===== src/rtl/framer_pkg.sv =====
// Shared types and constants for the sensor packet framer.
// Checksum type is chosen at build time by FRAMER_CRC8_EN (see framer_chk_update).
package framer_pkg;

    typedef enum logic [3:0] {
        ST_IDLE,
        ST_SYNC,
        ST_ID,
        ST_SEQ,
        ST_LEN,
        ST_PAY_REQ,
        ST_PAY_CAP,
        ST_PAY_SEND,
        ST_CHK
    } state_t;

    localparam logic [7:0] CRC8_POLY         = 8'h07;
    localparam logic [7:0] DEFAULT_SYNC_BYTE = 8'hA5;

endpackage


===== src/rtl/framer_chk_update.sv =====
// One-byte checksum step: CRC-8/0x07 (MSB-first) when FRAMER_CRC8_EN is defined,
// otherwise a plain bytewise XOR.
module framer_chk_update (
    input  logic [7:0] chk_in,
    input  logic [7:0] data,
    output logic [7:0] chk_out
);

`ifdef FRAMER_CRC8_EN
    import framer_pkg::*;

    // NOTE: chk_out gets a value before the loop so every path assigns it and no latch is inferred.
    always_comb begin
        chk_out = chk_in ^ data;
        for (int i = 0; i < 8; i++) begin
            chk_out = chk_out[7] ? ((chk_out << 1) ^ CRC8_POLY) : (chk_out << 1);
        end
    end
`else
    assign chk_out = chk_in ^ data;
`endif

endmodule


===== src/rtl/sensor_packet_framer.sv =====
// Pops fixed-length payloads from the sensor FIFO and emits SYNC, ID, SEQ, LEN, payload, CHK frames
// on a valid/ready byte stream. FRAMER_CRC8_EN selects CRC-8 instead of XOR for CHK.
module sensor_packet_framer
    import framer_pkg::*;
#(
    parameter int               DATA_WIDTH  = 8,
    parameter int               FIFO_DEPTH  = 16,
    parameter int               PAYLOAD_LEN = 4,
    parameter logic [7:0]       SYNC_BYTE   = DEFAULT_SYNC_BYTE
) (
    input  logic                              clk,
    input  logic                              rst,
    output logic                              fifo_rd_en,
    input  logic [DATA_WIDTH-1:0]             fifo_rd_data,
    input  logic                              fifo_empty,
    input  logic [$clog2(FIFO_DEPTH+1)-1:0]   fifo_count,
    input  logic [DATA_WIDTH-1:0]             sensor_id,
    output logic [DATA_WIDTH-1:0]             m_data,
    output logic                              m_valid,
    input  logic                              m_ready,
    output logic                              m_last,
    output logic                              busy,
    output logic                              frame_done
);

    localparam int         BW       = $clog2(PAYLOAD_LEN + 1);
    localparam logic [7:0] LEN_BYTE = 8'(PAYLOAD_LEN);

    state_t          state, state_n;
    logic [7:0]      id_q, seq_q, chk_q, pay_q;
    logic [7:0]      chk_next;
    logic [BW-1:0]   cnt_q;
    logic            chk_en;

    framer_chk_update u_chk (
        .chk_in  (chk_q),
        .data    (m_data),
        .chk_out (chk_next)
    );

    always_comb begin
        state_n    = state;
        m_valid    = 1'b0;
        m_data     = '0;
        m_last     = 1'b0;
        fifo_rd_en = 1'b0;
        frame_done = 1'b0;
        chk_en     = 1'b0;
        case (state)
            ST_IDLE:     if (32'(fifo_count) >= PAYLOAD_LEN) state_n = ST_SYNC;
            ST_SYNC: begin
                m_valid = 1'b1;
                m_data  = SYNC_BYTE;
                if (m_ready) state_n = ST_ID;
            end
            ST_ID: begin
                m_valid = 1'b1;
                m_data  = id_q;
                chk_en  = m_ready;
                if (m_ready) state_n = ST_SEQ;
            end
            ST_SEQ: begin
                m_valid = 1'b1;
                m_data  = seq_q;
                chk_en  = m_ready;
                if (m_ready) state_n = ST_LEN;
            end
            ST_LEN: begin
                m_valid = 1'b1;
                m_data  = LEN_BYTE;
                chk_en  = m_ready;
                if (m_ready) state_n = ST_PAY_REQ;
            end
            // Never pop an empty FIFO; wait here until data shows up.
            ST_PAY_REQ: begin
                fifo_rd_en = !fifo_empty;
                if (!fifo_empty) state_n = ST_PAY_CAP;
            end
            ST_PAY_CAP:  state_n = ST_PAY_SEND;
            ST_PAY_SEND: begin
                m_valid = 1'b1;
                m_data  = pay_q;
                chk_en  = m_ready;
                if (m_ready) state_n = (cnt_q == BW'(PAYLOAD_LEN - 1)) ? ST_CHK : ST_PAY_REQ;
            end
            ST_CHK: begin
                m_valid    = 1'b1;
                m_last     = 1'b1;
                m_data     = chk_q;
                frame_done = m_ready;
                if (m_ready) state_n = ST_IDLE;
            end
            default:     state_n = ST_IDLE;
        endcase
    end

    assign busy = (state != ST_IDLE);

    // NOTE: state registers use non-blocking assignments so every flop samples pre-edge values.
    always_ff @(posedge clk or posedge rst) begin
        if (rst) begin
            state <= ST_IDLE;
            id_q  <= '0;
            seq_q <= '0;
            chk_q <= '0;
            pay_q <= '0;
            cnt_q <= '0;
        end else begin
            state <= state_n;
            if (state == ST_IDLE && state_n == ST_SYNC) begin
                id_q  <= sensor_id;
                chk_q <= '0;
                cnt_q <= '0;
            end
            if (chk_en)                          chk_q <= chk_next;
            if (state == ST_PAY_CAP)             pay_q <= fifo_rd_data;
            if (state == ST_PAY_SEND && m_ready) cnt_q <= cnt_q + 1'b1;
            if (state == ST_CHK && m_ready)      seq_q <= seq_q + 8'd1;
        end
    end

endmodule


===== config.mk =====
export PLATFORM = sky130hd
export DESIGN_NAME = sensor_packet_framer
export DESIGN_NICKNAME = d
export VERILOG_FILES = /design/src/rtl/framer_pkg.sv /design/src/rtl/framer_chk_update.sv /design/src/rtl/sensor_packet_framer.sv
export SDC_FILE = /design/constraint.sdc
export NUM_CORES = 1
export LEC_CHECK = 0
export BUFFER_PORTS_ARGS = -buffer_cell sky130_fd_sc_hd__clkbuf_2
export CORE_MARGIN = 5
export CORE_UTILIZATION = 50
export DETAILED_ROUTE_END_ITERATION = 7
export PLACE_DENSITY_LB_ADDON = 0.12
export SLEW_MARGIN = 15
export SYNTH_ARGS = -nofsm -noshare
export SYNTH_HDL_FRONTEND = slang
export SYNTH_SLANG_ARGS = --single-unit

===== constraint.sdc =====
create_clock -name clk -period 1.6 [get_ports clk]
set_clock_uncertainty 0.1 [all_clocks]
set_input_delay 0.08 -clock clk [delete_from_list [all_inputs] [get_ports clk]]
set_output_delay 0.08 -clock clk [all_outputs]
set_load 0.01 [all_outputs]

[Word-level counts from Yosys, hierarchy flattened]
Index checks and enable logic that the tools add are counted.
Storage, ports and cells
  flip-flop bits (word level): 39
  input port bits: 25
  output and inout bits: 13
  logic and storage cells: 50
Cells by class
  add/sub/neg operators: 2
  order comparisons: 1
  equal/unequal tests: 10
  multiplexer cells: 20
  bitwise logic cells: 1
  reduce and logical (&&, ||, !) cells: 10
Operators with widths (count)
  case mux 8 bit (6 select lines): 1
  2-to-1 mux 4 bit: 9
  case mux 4 bit (9 select lines): 1
  equality test 4 x 3 -> 1 bit, second input constant: 4
  2-to-1 mux 8 bit: 2
  adder 8 x 1 -> 8 bit, second input constant: 1
  equality test 4 x 1 -> 1 bit, second input constant: 2
  equality test 4 x 2 -> 1 bit, second input constant: 2
  bitwise XOR 8 bit: 1
  2-to-1 mux 3 bit: 2
  OR reduction 6 bit: 1
  greater-or-equal comparator 5 x 3 -> 1 bit, second input constant: 1
  2-to-1 mux 1 bit: 5
  equality test 4 bit, second input constant: 1
  logical NOT 4 bit: 1
  nonzero test 2 bit: 2
  nonzero test 4 bit: 1
  OR reduction 4 bit: 1
  adder 3 x 1 -> 3 bit, second input constant: 1
  equality test 3 x 2 -> 1 bit, second input constant: 1
  logical AND 1 bit: 3
  logical NOT 1 bit: 1

[Depth between registers and ports, before layout]
Gate-level depths: netlist of the first run.
  depth in word-level cells: 8
  depth in mapped cells: 7
  gate-level depth less buffers: 7

[Cells and area by module]
Synthesis of the first run repeated with hierarchy kept, for this count alone.
Second synthesis, totals
  cells, all modules: 209
  area, all modules: 2133.3 um^2
By module, submodules not included
  sensor_packet_framer: times used 1, cells each 201, area an instance 2063.2 um^2, seq. area each 975.9 um^2
  framer_chk_update: times used 1, cells each 8, area an instance 70.1 um^2, seq. area each 0.0 um^2

[Least setup slack after synthesis of the first run]
Ideal clock, no wire load.
  kind: register to register
  from: register state[3]
  to: register chk_q[2]
  setup time: 0.126 ns
  arrival time: 1.595 ns
  required time: 1.374 ns
  slack: -0.221 ns
  cell stages (with the launch flop): 7
  buffers on the path: 1
  clock period less this slack: 1.821 ns
  path through: dfrtp_1 -> buf_6 -> nor4_2 -> inv_1 -> nor2_2 -> nor2_1 -> a221o_1
On the way
  longest elaborated chain between the ends: 5
  elaborated cells between the ends (all ways): 26
  those cells by class: eq/ne: 9; mux: 12; bitwise: 1; reduce/logical: 4
Ends and longest elaborated chain
  from (decl): RTL line sensor_packet_framer.sv:29  | state_t state, state_n;
  from (signal assigned): RTL line sensor_packet_framer.sv:109  | state <= state_n;
  equality test 4 bit (tied with other cells): RTL line sensor_packet_framer.sv:49  | case (state)
  case mux 4 bit (9 select lines): RTL line sensor_packet_framer.sv:49
  equality test 4 x 1 -> 1 bit: RTL line sensor_packet_framer.sv:110  | if (state == ST_IDLE && state_n == ST_SYNC) begin
  logical AND 1 bit: RTL line sensor_packet_framer.sv:110
  nonzero test 2 bit (no source line)
  to (signal assigned): RTL line sensor_packet_framer.sv:115  | if (chk_en) chk_q <= chk_next;
  to (decl): RTL line sensor_packet_framer.sv:30  | logic [7:0] id_q, seq_q, chk_q, pay_q;
Several ways; a longest one is shown, not always the timed one.
A chain may end at the register's enable or synchronous reset.

[Worst setup path after layout of the first run]
  from: register state[0]
  to: output m_data[5]
On the way
  longest elaborated chain between the ends: 2
  elaborated cells between the ends (all ways): 7
  those cells by class: eq/ne: 6; mux: 1
Ends and longest elaborated chain
  equality test 4 bit (tied with other cells): RTL line sensor_packet_framer.sv:49
  case mux 8 bit (6 select lines) (*): RTL line sensor_packet_framer.sv:49
  to (decl): RTL line sensor_packet_framer.sv:18  | output logic [DATA_WIDTH-1:0] m_data,
Every way passes the cells marked *; elsewhere a longest branch is shown, timed or not.

==> results of run 1 <==
-- path summary, 6_finish.rpt --
kind / start / end / slack, ps / depth (start not counted)
max in group asynchronous: rst / state[3] / 680 / 4
min in group asynchronous: rst / pay_q[3] / 340 / 4
worst max-delay path: state[0] / m_data[5] / -350 / 7
worst min register to register: chk_q[7] / chk_q[7] / 370 / 1
worst min-delay path: m_ready / state[3] / 130 / 3
worst max register to register: state[0] / seq_q[5] / -280 / 6
-- final cells by class --
class | instances | area, sq um | area share, %
Clock buffer | 7 | 76.3 | 2.22
Timing Repair Buffer | 98 | 792 | 23.1
Inverter | 16 | 60.1 | 1.75
Tap cell | 50 | 62.6 | 1.82
Sequential cell | 39 | 978 | 28.5
Multi-Input combinational cell | 165 | 1460 | 42.5
Clock inverter | 1 | 5.00 | 0.146
-- per-layer routing --
| layer | vias to the layer above | share of wire (%) |
|---|---|---|
| met5 | - | 0 |
| met4 | 0 | 3.6 |
| met3 | 24 | 5.5 |
| met2 | 95 | 50 |
| met1 | 1058 | 40 |
| li1 | 995 | - |
-- logic make-up (layout without fill, tap and decap cells) --
kind of cell,Yosys count,after routing,synth area share [%]
AO/OA/AOI/OAI,51,51,15.8
XOR/XNOR,8,8,3.28
adder cells (fa/ha/maj),3,3,1.76
buffers and inverters,26,122,5.50
flip-flops,39,39,45.7
multiplexers,9,9,4.74
AND/OR/NAND/NOR,93,94,23.2
-- per-stage QoR --
step                      hold WS [ps]  instance area, sq um
after detailed placement           111                  2590
final                              129                  3430
after floorplan                   69.1                  2160
after global placement             105                  2590
after global routing               126                  3430
after CTS                         67.4                  3090
-- tightest hold or removal path: stages --
cell and delay (ps):
clkbuf_2 180, buf_4 170, o22ai_1 60
-- layout by cell type, fill, tap and decap left out, types with 3 or more instances in the layout --
cell,n
mux2_4,9
inv_2,3
nand2b_4,5
ha_1,3
buf_6,16
dfrtp_1,37
buf_4,31
buf_2,3
o21ai_1,3
nand3b_1,9
dlygate4sd3_1,17
xnor2_1,3
nor2_4,4
a21oi_1,3
nor2_1,5
nand2_2,12
o21ba_1,6
clkbuf_8,6
inv_1,13
clkbuf_2,28
nand4_1,3
xnor2_2,5
a22o_1,3
nand3_2,3
nand2_4,6
a21oi_2,8
nand2_1,25
o21ai_2,7
a31oi_1,8
-- power by group through the flow --
stage	Clock [uW]	Combinational (uW)	Sequential (uW)
after floorplan	0	1690	1550
after global placement	0	2520	1630
after detailed placement	0	2560	1650
after CTS	668	3050	1650
after global routing	720	4040	1790
final	662	3760	1770
-- flip-flops by register name, summed over array words and instances, names as in the netlist --
name   flops
state      4
id_q       8
cnt_q      3
seq_q      8
chk_q      8
pay_q      8
-- what timing repair did --
item	in CTS	in global routing
pin swaps	11	32
hold buffers	17	0
gates resized for setup	43	85
setup endpoints to repair	44	51
cloned	1	1
buffers inserted	11	3
hold endpoints to repair	55	0
==> summary.json, run 1 <==
{
  "placement": {
    "dp.final_hpwl_mm": 3.69,
    "dp.cells": 337,
    "routabilityCongestion": 0.851,
    "dp_worst_setup_slack_ps": -208,
    "io_buffers": 35
  },
  "critical_path": {
    "worst_path_dominant_cell_family": "flip-flops",
    "crit_required_ps": 1420,
    "critPathLaunchType": "flop",
    "critical_path_peak_fanout": 8,
    "critical_path.n_buffers_inverters": 3,
    "data_arrival_time_of_the_worst_path_ps": 1770,
    "worstSetupPathType": "flop to output pin",
    "critical_path.max_stage_delay_ps": 440,
    "worst_path_cell_with_the_longest_stage_delay": "dfrtp_1",
    "capturing_element_type_of_the_critical_path": "output pin",
    "timing.critical_path.cells": "buf_6, and2_4, a22o_1, a21oi_2, buf_4, o21ai_2, clkbuf_2"
  },
  "power": {
    "power_uw": 6180,
    "power_density_mw_per_mm2": 1800,
    "power.share.sequential_pct": 28.5,
    "power.static_leakage_uw": 0.00165,
    "switchingPower_uw": 2580,
    "vdd_ir_drop_max_v": 0.00107,
    "power.share.clock_pct": 10.7,
    "switching_share_pct": 41.7,
    "intPower_uw": 3610,
    "power.combinational.fraction_pct": 60.8
  },
  "cells_and_area": {
    "utilization_pct": 84.6,
    "fin_cells": 376,
    "post_route_cells_drive_above_1_share_pct": 52.1,
    "synthToLayoutAreaGrowth_pct": 60.6,
    "filler_cell_count": 195,
    "antenna_cells": 0,
    "nNetsFinal": 353
  },
  "sta": {
    "final-max-slew-violation-count": 0,
    "fin_setup_tns_ps": -6860,
    "highest_clock_rate_mhz": 513,
    "rsz0062_at_grt": "true",
    "worst_pin_slew_ps": 512,
    "hold_viol": 0,
    "min_cycle_time_layout_ps": 1950,
    "post_route_fraction_of_the_period_consumed_by_the_critical_path_pct": 122,
    "timing.max_slew.rel_slack_pct": 65.9,
    "setup_slack_ps": -348,
    "finalSetupViolCount": 44
  },
  "global_routing": {
    "antenna_found_initial": 0,
    "first_global_vias": 2003,
    "grt_util_met3_pct": 4.62,
    "use_met1_pct": 31.4,
    "global_route.peak_usage_layer": "met2",
    "grt_overflow_total": 0,
    "first_pass_grt_wire_length_mm": 9.74,
    "met2_usage_pct": 36.4,
    "maximum_number_of_pins_on_one_net_before_global_route_repair": 40,
    "groute.usage.overall_pct": 22.9
  },
  "drt": {
    "drc": 0,
    "mean_routed_wirelength_per_cell_microns": 19.2,
    "dr_total_vias": 2172,
    "detailedRoute.firstIterationViolations": 159,
    "dr.pass1.iters": 5,
    "antenna_violating_nets_post_route": 0,
    "avgViaCountPerCell": 5.78,
    "detail_route.wirelength_mm": 7.20
  },
  "flow_run": {
    "max-cap-violations": 0
  },
  "status": {
    "run_status": "finished, violations left",
    "failing_checks": "setup timing"
  },
  "synth": {
    "yosys.cell_types.count": 38,
    "synth_flop_cell": "dfrtp_1",
    "synth_enable_flop_cells": 0,
    "post_synth_instance_area_sq_mm": 0.00214,
    "yosysSeqAreaShare_pct": 45.7,
    "yosys.cell_count.top_type": "nand2_1",
    "syn_avg_cell_area_sq_um": 9.33,
    "synthesis.yosys.warnings": 0,
    "synth_cells": 229,
    "yosys-top-cells-count": "nand2_1, dfrtp_1, inv_1",
    "synth-async-reset-ratio_pct": 100,
    "ys_ff_latch": 39,
    "syn_nets": 257,
    "synth.top_cell.area_share_pct": 45.7,
    "post_synth_main_area_contributors": "dfrtp_1, nand2_1, mux2_2",
    "library_cell_occupying_the_most_area_in_the_post_synthesis_netlist": "dfrtp_1"
  },
  "floorplanning": {
    "dieWidth_microns": 75.4,
    "start_util_pct": 52.7,
    "row_count": 23,
    "die_height_microns": 75.4,
    "die_area_sq_mm": 0.00568,
    "floorplan.io_pins": 38,
    "core_sq_mm": 0.00406
  },
  "clock_network": {
    "cts.clk_slew.worst_paths_ps": 80,
    "cts_made_buffers": 5,
    "tritoncts": "done",
    "h-tree-depth": 2,
    "cts_root_buffer": "clkbuf_8",
    "cts.sink_count": 39,
    "largest_buffer_count_on_any_clock_path": 2,
    "clkLatencyLatePin_ps": 300
  },
  "min_path": {
    "min_path_type": "input port to flop"
  }
}
Note: power is estimated with default switching activity, not from simulation.
==> run 2, diff against run 1 <==
--- a/config.mk
+++ b/config.mk
@@ -6,6 +6,7 @@
 export NUM_CORES = 1
 export LEC_CHECK = 0
 export BUFFER_PORTS_ARGS = -buffer_cell sky130_fd_sc_hd__clkbuf_2
+export CAP_MARGIN = 10
 export CORE_MARGIN = 5
 export CORE_UTILIZATION = 50
 export DETAILED_ROUTE_END_ITERATION = 7
@@ -14,3 +15,4 @@
 export SYNTH_ARGS = -nofsm -noshare
 export SYNTH_HDL_FRONTEND = slang
 export SYNTH_SLANG_ARGS = --single-unit
+export TNS_END_PERCENT = 20
==> run 2 against run 1 <==
  * The flow still finishes with violations (setup timing)
  * Critical path depth is the same
  * Register-to-register slack gained 30 ps
  * Flip-flop and latch count is the same
  * Die area is the same
  * Final area shrank 6.2%
  * Sequential share of layout area grew 1.9 points
  * Routed wire length shrank 17%
  * Global-route usage grew 0.47 points
  * Largest cell class unchanged
==> summary.json, run 2 (synthesis gave the netlist of run 1 again) <==
{
  "power": {
    "switchingPower": {"value": 2300, "unit": "uW", "change": "-11%"},
    "vdd_ir_drop_max": {"value": 0.000899, "unit": "V", "change": "-16%"},
    "power.combinational.fraction": {"value": 60.1, "unit": "%", "change": "-0.7 points"},
    "power.share.clock": {"value": 11.1, "unit": "%", "change": "+0.4 points"},
    "power.static_leakage": {"value": 0.00153, "unit": "uW", "change": "-7.6%"},
    "switching_share": {"value": 39.4, "unit": "%", "change": "-2.3 points"},
    "intPower": {"value": 3540, "unit": "uW", "change": "-1.9%"},
    "power.share.sequential": {"value": 28.9, "unit": "%", "change": "+0.4 points"},
    "power_density": {"value": 1810, "unit": "mW/mm^2", "change": "+0.53%"}
  },
  "drt": {
    "drc": {"value": 0, "change": "unchanged"},
    "detailedRoute.firstIterationViolations": {"value": 108, "change": "-32%"},
    "detail_route.wirelength": {"value": 5.95, "unit": "mm", "change": "-17%"},
    "dr.pass1.iters": {"value": 4, "change": "-1"},
    "mean_routed_wirelength_per_cell": {"value": 15.7, "unit": "microns", "change": "-18%"},
    "dr_total_vias": {"value": 2043, "change": "-5.9%"},
    "avgViaCountPerCell": {"value": 5.40, "change": "-6.4%"},
    "antenna_violating_nets_post_route": {"value": 0, "change": "unchanged"}
  },
  "floorplanning": {
    "die_area": {"value": 0.00568, "unit": "sq mm", "change": "unchanged"},
    "dieWidth": {"value": 75.4, "unit": "microns", "change": "unchanged"},
    "core": {"value": 0.00406, "unit": "sq mm", "change": "unchanged"},
    "floorplan.io_pins": {"value": 38, "change": "unchanged"},
    "row_count": {"value": 23, "change": "unchanged"},
    "start_util": {"value": 52.7, "unit": "%", "change": "unchanged"},
    "die_height": {"value": 75.4, "unit": "microns", "change": "unchanged"}
  },
  "critical_path": {
    "critPathLaunchType": "flop",
    "data_arrival_time_of_the_worst_path": {"value": 1680, "unit": "ps", "change": "-90 ps"},
    "crit_required": {"value": 1420, "unit": "ps", "change": "about the same"},
    "rr_worst_depth": {"value": 7, "change": "+1"},
    "worstSetupPathType": "flop to output pin",
    "critical_path.reg2reg.startpoint": "state[0]",
    "capturing_element_type_of_the_critical_path": "output pin",
    "setup.reg_to_reg.worst_slack": {"value": -250, "unit": "ps", "change": "+30 ps"},
    "worst_r2r_endpoint": "chk_q[2]",
    "critical_path_peak_fanout": {"value": 5, "change": "-3"}
  },
  "sta": {
    "worst_pin_slew": {"value": 497, "unit": "ps", "change": "-14.7 ps"},
    "hold-worst-slack": {"value": 31.8, "unit": "ps", "change": "-97.6 ps"},
    "rsz0062_at_grt": "true",
    "final-max-slew-violation-count": {"value": 0, "change": "unchanged"},
    "setup_slack": {"value": -265, "unit": "ps", "change": "+83.6 ps"},
    "post_route_fraction_of_the_period_consumed_by_the_critical_path": {"value": 117, "unit": "%", "change": "-5.2 points"},
    "min_cycle_time_layout": {"value": 1860, "unit": "ps", "change": "-83.6 ps"},
    "hold_viol": {"value": 0, "change": "unchanged"},
    "timing.max_slew.rel_slack": {"value": 66.9, "unit": "%", "change": "+0.98 points"},
    "fin_setup_tns": {"value": -5730, "unit": "ps", "change": "+1140 ps"},
    "highest_clock_rate": {"value": 536, "unit": "MHz", "change": "+4.5%"},
    "finalSetupViolCount": {"value": 41, "change": "-6.8%"}
  },
  "clock_network": {
    "largest_buffer_count_on_any_clock_path": {"value": 2, "change": "unchanged"},
    "cts.sink_count": {"value": 39, "change": "unchanged"},
    "h-tree-depth": {"value": 2, "change": "unchanged"},
    "cts.clk_slew.worst_paths": {"value": 70, "unit": "ps", "change": "about the same"},
    "cts_root_buffer": "clkbuf_8",
    "tritoncts": "done",
    "cts_made_buffers": {"value": 5, "change": "unchanged"},
    "clkLatencyLatePin": {"value": 290, "unit": "ps", "change": "about the same"}
  },
  "cells_and_area": {
    "final_cell_mix": "nand2_1, dfrtp_1, buf_4, clkbuf_2, buf_6",
    "antenna_cells": {"value": 0, "change": "unchanged"},
    "post_route_cells_drive_above_1_share": {"value": 44.5, "unit": "%", "change": "-7.6 points"},
    "utilization": {"value": 79.3, "unit": "%", "change": "-5.2 points"},
    "nNetsFinal": {"value": 355, "change": "+0.57%"},
    "non_filler_cell_area_final": {"value": 0.00322, "unit": "sq mm", "change": "-6.2%"},
    "synthToLayoutAreaGrowth_pct": 50.6
  },
  "global_routing": {
    "antenna_found_initial": {"value": 0, "change": "unchanged"},
    "first_global_vias": {"value": 2090, "change": "+4.3%"},
    "maximum_number_of_pins_on_one_net_before_global_route_repair": {"value": 40, "change": "unchanged"},
    "grt_overflow_total": {"value": 0, "change": "unchanged"},
    "first_pass_grt_wire_length": {"value": 9.99, "unit": "mm", "change": "+2.6%"},
    "groute.usage.overall": {"value": 23.4, "unit": "%", "change": "+0.47 points"}
  },
  "min_path": {
    "min_delay_worst_endpoint": "state[3]",
    "hold_path_depth": {"value": 2, "change": "-1"},
    "min_path_type": "input port to flop",
    "hp-start": "m_ready"
  },
  "placement": {
    "routabilityCongestion": {"value": 0.889, "change": "+4.4%"},
    "place_area": {"value": 0.00258, "unit": "sq mm", "change": "-0.43%"},
    "io_buffers": {"value": 35, "change": "unchanged"},
    "dp.final_hpwl": {"value": 3.82, "unit": "mm", "change": "+3.5%"}
  },
  "status": {
    "run_status": "finished, violations left",
    "failing_checks": "setup timing"
  },
  "flow_run": {
    "max-cap-violations": {"value": 0, "change": "unchanged"}
  }
}
run 2: cell count changes in the layout (fill, tap and decap cells not counted), moves of 6 or more:
cell and delta:
o21ai_0 +6, nand2_2 -7, mux2_4 -8, mux2_2 +8, nand2_1 +12
run 2: power by group through the flow:
stage	registers, uW	clock network [uW]	logic (uW)
after detailed placement	1650	0	2530
after CTS	1650	654	3110
after floorplan	1550	0	1670
after global placement	1630	0	2500
final	1680	646	3500
after global routing	1730	698	3810
run 2: critical path: stages, from the launching register on:
cell and delay, ps:
dfrtp_1 430, buf_6 160, and2_4 160, a22o_1 180, a21oi_1 130, buf_4 150, o22ai_2 70, clkbuf_2 130
run 2: worst max path at each step:
stage,cells past startpoint,to,startpoint
CTS,7,m_data[7],state[0]
floorplan,6,chk_q[2],state[3]
finish,7,m_data[7],state[0]
global route,7,chk_q[2],state[0]
global placement,6,chk_q[2],state[2]
detailed placement,5,chk_q[3],state[0]
run 2: repair_timing:
| item | in CTS | in global routing |
|---|---|---|
| pin swaps | 11 | 11 |
| setup endpoints to repair | 31 | 49 |
| hold buffers | 17 | 0 |
| gates resized for setup | 41 | 37 |
| endpoints found under the hold margin | 55 | 0 |
| buffers inserted | 12 | 2 |
| cloned | 2 | 0 |
run 2: per-stage QoR:
step                      setup slack (ps)  total power [uW]  std cells
after detailed placement              -160              4180        338
after floorplan                       -164              3220        229
after global routing                  -394              6240        378
after CTS                             -240              5410        377
final                                 -265              5830        378
after global placement                -112              4130        338
run 2: metal layers:
metal / wire length, microns / track usage, %
met5: 0 / 0
met2: 2910 / 38.5
met3: 243 / 4.22
met1: 2620 / 31.0
met4: 173 / 8.54
run 2: layout make-up:
type                    count  area [sq um]
clock inverters             1          5.00
clock buffers               7          76.3
fillers                   268           838
multi-input cells         164          1250
inverters                  16          60.1
repair buffers            101           786
well taps                  50          62.6
flip-flops and latches     39           978
==> run 3, diff against run 2 <==
--- a/config.mk
+++ b/config.mk
@@ -5,11 +5,11 @@
 export SDC_FILE = /design/constraint.sdc
 export NUM_CORES = 1
 export LEC_CHECK = 0
-export BUFFER_PORTS_ARGS = -buffer_cell sky130_fd_sc_hd__clkbuf_2
 export CAP_MARGIN = 10
 export CORE_MARGIN = 5
-export CORE_UTILIZATION = 50
+export CORE_UTILIZATION = 58
 export DETAILED_ROUTE_END_ITERATION = 7
+export DONT_BUFFER_PORTS = 1
 export PLACE_DENSITY_LB_ADDON = 0.12
 export SLEW_MARGIN = 15
 export SYNTH_ARGS = -nofsm -noshare
==> constraint.sdc (replaced) <==
create_clock -name clk -period 1.81 [get_ports clk]
set_clock_uncertainty 0.1 [all_clocks]
set_input_delay 0.0905 -clock clk [delete_from_list [all_inputs] [get_ports clk]]
set_output_delay 0.0905 -clock clk [all_outputs]
set_load 0.01 [all_outputs]
==> run 3 against run 2 <==
  * The flow still finishes with violations (setup timing)
  * Clock-buffer cell count is the same
  * Cell count shrank 13%
  * Die area shrank 12%
  * Core utilization grew 0.67 points
  * Non-clock buffer count shrank 48
  * Register-to-register slack gained 220 ps
  * First-iteration DRC count grew 16%
  * Sequential share of layout area grew 3.5 points
  * Via count shrank 6.5%
  * Sequential power shrank 11%
  * Clock power is essentially flat
  * Highest routed layer unchanged
==> summary.json, run 3 (synthesis gave the netlist of run 1 again) <==
{
  "status": {
    "run_status": "finished, violations left",
    "failing_checks": "setup timing"
  },
  "critical_path": {
    "data_arrival_time_of_the_worst_path": {"value": 1950, "unit": "ps", "change": "+270 ps"},
    "crit_required": {"value": 1920, "unit": "ps", "change": "+500 ps"},
    "worstSetupPathType": "flop to flop",
    "critical_path_peak_fanout": {"value": 4, "change": "-1"},
    "worst_path_cell_with_the_longest_stage_delay": "or3b_4",
    "critical_path.n_buffers_inverters": {"value": 1, "change": "-2"},
    "timing.critical_path.cells": "and2b_1, xnor2_1, or3b_4, buf_6, o21ba_1, a31oi_1",
    "critPathLaunchType": "flop",
    "worst_path_dominant_cell_family": "simple AND/OR/NAND/NOR gates",
    "critical_path.max_stage_delay": {"value": 420, "unit": "ps", "change": "about the same"},
    "capturing_element_type_of_the_critical_path": "flop"
  },
  "clock_network": {
    "cts_root_buffer": "clkbuf_8",
    "h-tree-depth": {"value": 2, "change": "unchanged"},
    "cts.sink_count": {"value": 39, "change": "unchanged"},
    "tritoncts": "done",
    "clkLatencyLatePin": {"value": 290, "unit": "ps", "change": "about the same"},
    "cts.clk_slew.worst_paths": {"value": 80, "unit": "ps", "change": "about the same"},
    "cts_made_buffers": {"value": 5, "change": "unchanged"},
    "largest_buffer_count_on_any_clock_path": {"value": 2, "change": "unchanged"}
  },
  "global_routing": {
    "grt_overflow_total": {"value": 0, "change": "unchanged"},
    "groute.usage.overall": {"value": 23.0, "unit": "%", "change": "-0.45 points"},
    "first_global_vias": {"value": 1980, "change": "-5.3%"},
    "maximum_number_of_pins_on_one_net_before_global_route_repair": {"value": 40, "change": "unchanged"},
    "antenna_found_initial": {"value": 0, "change": "unchanged"},
    "first_pass_grt_wire_length": {"value": 9.16, "unit": "mm", "change": "-8.3%"}
  },
  "sta": {
    "timing.max_slew.rel_slack": {"value": 66.9, "unit": "%", "change": "about the same"},
    "setup_slack": {"value": -32.5, "unit": "ps", "change": "+232 ps"},
    "hold_viol": {"value": 0, "change": "unchanged"},
    "rsz0062_at_grt": "true",
    "finalSetupViolCount": {"value": 8, "change": "-80%"},
    "min_cycle_time_layout_ps": 1840,
    "post_route_fraction_of_the_period_consumed_by_the_critical_path_pct": 102,
    "final-max-slew-violation-count": {"value": 0, "change": "unchanged"},
    "worst_pin_slew": {"value": 496, "unit": "ps", "change": "-0.957 ps"},
    "highest_clock_rate_mhz": 543
  },
  "drt": {
    "dr_total_vias": {"value": 1910, "change": "-6.5%"},
    "avgViaCountPerCell": {"value": 5.82, "change": "+7.7%"},
    "dr.pass1.iters": {"value": 4, "change": "unchanged"},
    "detail_route.wirelength": {"value": 5.72, "unit": "mm", "change": "-3.8%"},
    "detailedRoute.firstIterationViolations": {"value": 125, "change": "+16%"},
    "mean_routed_wirelength_per_cell": {"value": 17.5, "unit": "microns", "change": "+11%"},
    "drc": {"value": 0, "change": "unchanged"},
    "antenna_violating_nets_post_route": {"value": 0, "change": "unchanged"}
  },
  "cells_and_area": {
    "antenna_cells": {"value": 0, "change": "unchanged"},
    "non_filler_cell_area_final": {"value": 0.00289, "unit": "sq mm", "change": "-10%"},
    "final_common_cell": "nand2_1",
    "post_route_cells_drive_above_1_share": {"value": 32.1, "unit": "%", "change": "-12 points"},
    "seqCellArea": {"value": 978, "unit": "sq um", "change": "unchanged"},
    "nNetsFinal": {"value": 307, "change": "-14%"},
    "synthToLayoutAreaGrowth_pct": 35.0,
    "final_cell_mix": "nand2_1, dfrtp_1, buf_4, dlygate4sd3_1, inv_1",
    "filler_cell_count": {"value": 211, "change": "-21%"},
    "multi_input_comb_area": {"value": 0.00122, "unit": "sq mm", "change": "-2.7%"}
  },
  "power": {
    "power_density": {"value": 1650, "unit": "mW/mm^2", "change": "-8.9%"},
    "vdd_ir_drop_max": {"value": 0.000977, "unit": "V", "change": "+8.7%"},
    "power.static_leakage": {"value": 0.00129, "unit": "uW", "change": "-15%"},
    "power": {"value": 4760, "unit": "uW", "change": "-18%"}
  },
  "floorplanning": {
    "die_height": {"value": 70.7, "unit": "microns", "change": "-6.2%"},
    "core": {"value": 0.00361, "unit": "sq mm", "change": "-11%"},
    "floorplan.io_pins": {"value": 38, "change": "unchanged"},
    "dieWidth": {"value": 70.7, "unit": "microns", "change": "-6.2%"},
    "start_util": {"value": 59.3, "unit": "%", "change": "+6.6 points"},
    "die_area": {"value": 0.00500, "unit": "sq mm", "change": "-12%"},
    "row_count": {"value": 22, "change": "-4.3%"}
  },
  "placement": {
    "place_area": {"value": 0.00235, "unit": "sq mm", "change": "-8.7%"},
    "io_buffers": {"value": 0, "change": "-100%"},
    "dp.final_hpwl": {"value": 3.89, "unit": "mm", "change": "+1.7%"},
    "routabilityCongestion": {"value": 0.951, "change": "+7.1%"}
  },
  "flow_run": {
    "max-cap-violations": {"value": 0, "change": "unchanged"}
  },
  "min_path": {
    "min_path_type": "input port to flop"
  }
}
run 3: cell types whose count changed in the layout (fill, tap and decap cells not counted), sizes merged:
cell	before	now
buf	56	35
clkbuf	35	7
clkinv	1	0
clkinvlp	0	1
dlygate4sd3	17	18
run 3: routing by layer:
layer	up-vias	global-route usage [%]	share of wire (%)
met5	-	0	0
met4	0	9.39	1.7
met3	12	4.40	4.6
met2	55	40.7	54
met1	952	27.2	40
li1	891	-	-
run 3: worst register-to-register path, stage by stage, from the launching register on:
cell and delay, ps:
dfrtp_1 410, and2b_1 210, xnor2_1 140, or3b_4 420
buf_6 150, o21ba_1 180, a31oi_1 150
run 3: final timing paths:
| kind | from | endpoint | slack (ps) | cells past startpoint |
|---|---|---|---|---|
| min | fifo_empty | state[1] | 30 | 3 |
| min in group asynchronous | rst | cnt_q[2] | 260 | 3 |
| max reg2reg | state[0] | chk_q[1] | -30 | 6 |
| max in group asynchronous | rst | state[3] | 980 | 3 |
| max | state[0] | chk_q[1] | -30 | 6 |
| min reg2reg | chk_q[0] | chk_q[0] | 370 | 1 |
run 3: per-stage QoR:
step / TNS, ps / std cells / hold slack (ps) / util (%) / setup WS, ps
2_1_floorplan: 0 / 229 / 79.6 / - / 40.8
3_3_place_gp: 0 / 295 / 18.2 / 65.3 / 51.3
3_5_place_dp: -14.6 / 295 / 31.3 / 65.3 / -14.6
4_1_cts: -137 / 324 / 1.64 / 76.3 / -43.0
5_1_grt: -976 / 328 / 31.0 / 80.0 / -89.1
6_report: -142 / 328 / 30.7 / 80.0 / -32.5
run 3: cell type report:
cell class | instances | area share [%]
multi-input combinational | 164 | 42.2
sequential | 39 | 33.9
timing repair buffer | 53 | 16.1
clock buffer | 7 | 3.34
inverter | 16 | 2.08
tap | 48 | 2.08
clock inverter | 1 | 0.260
run 3: where the power goes:
group | switching [uW] | internal, uW | leakage (uW)
clock network | 303 | 346 | 0.0000505
logic | 1360 | 1260 | 0.000767
registers | 284 | 1210 | 0.000475
run 3: repair_timing:
action                                  4_1_cts  5_1_grt
gates resized for setup                      26       22
endpoints found under the setup margin       13       23
pin swaps                                     3        5
setup buffers                                 3        4
hold buffers                                 18        0
hold endpoints to repair                     56        0
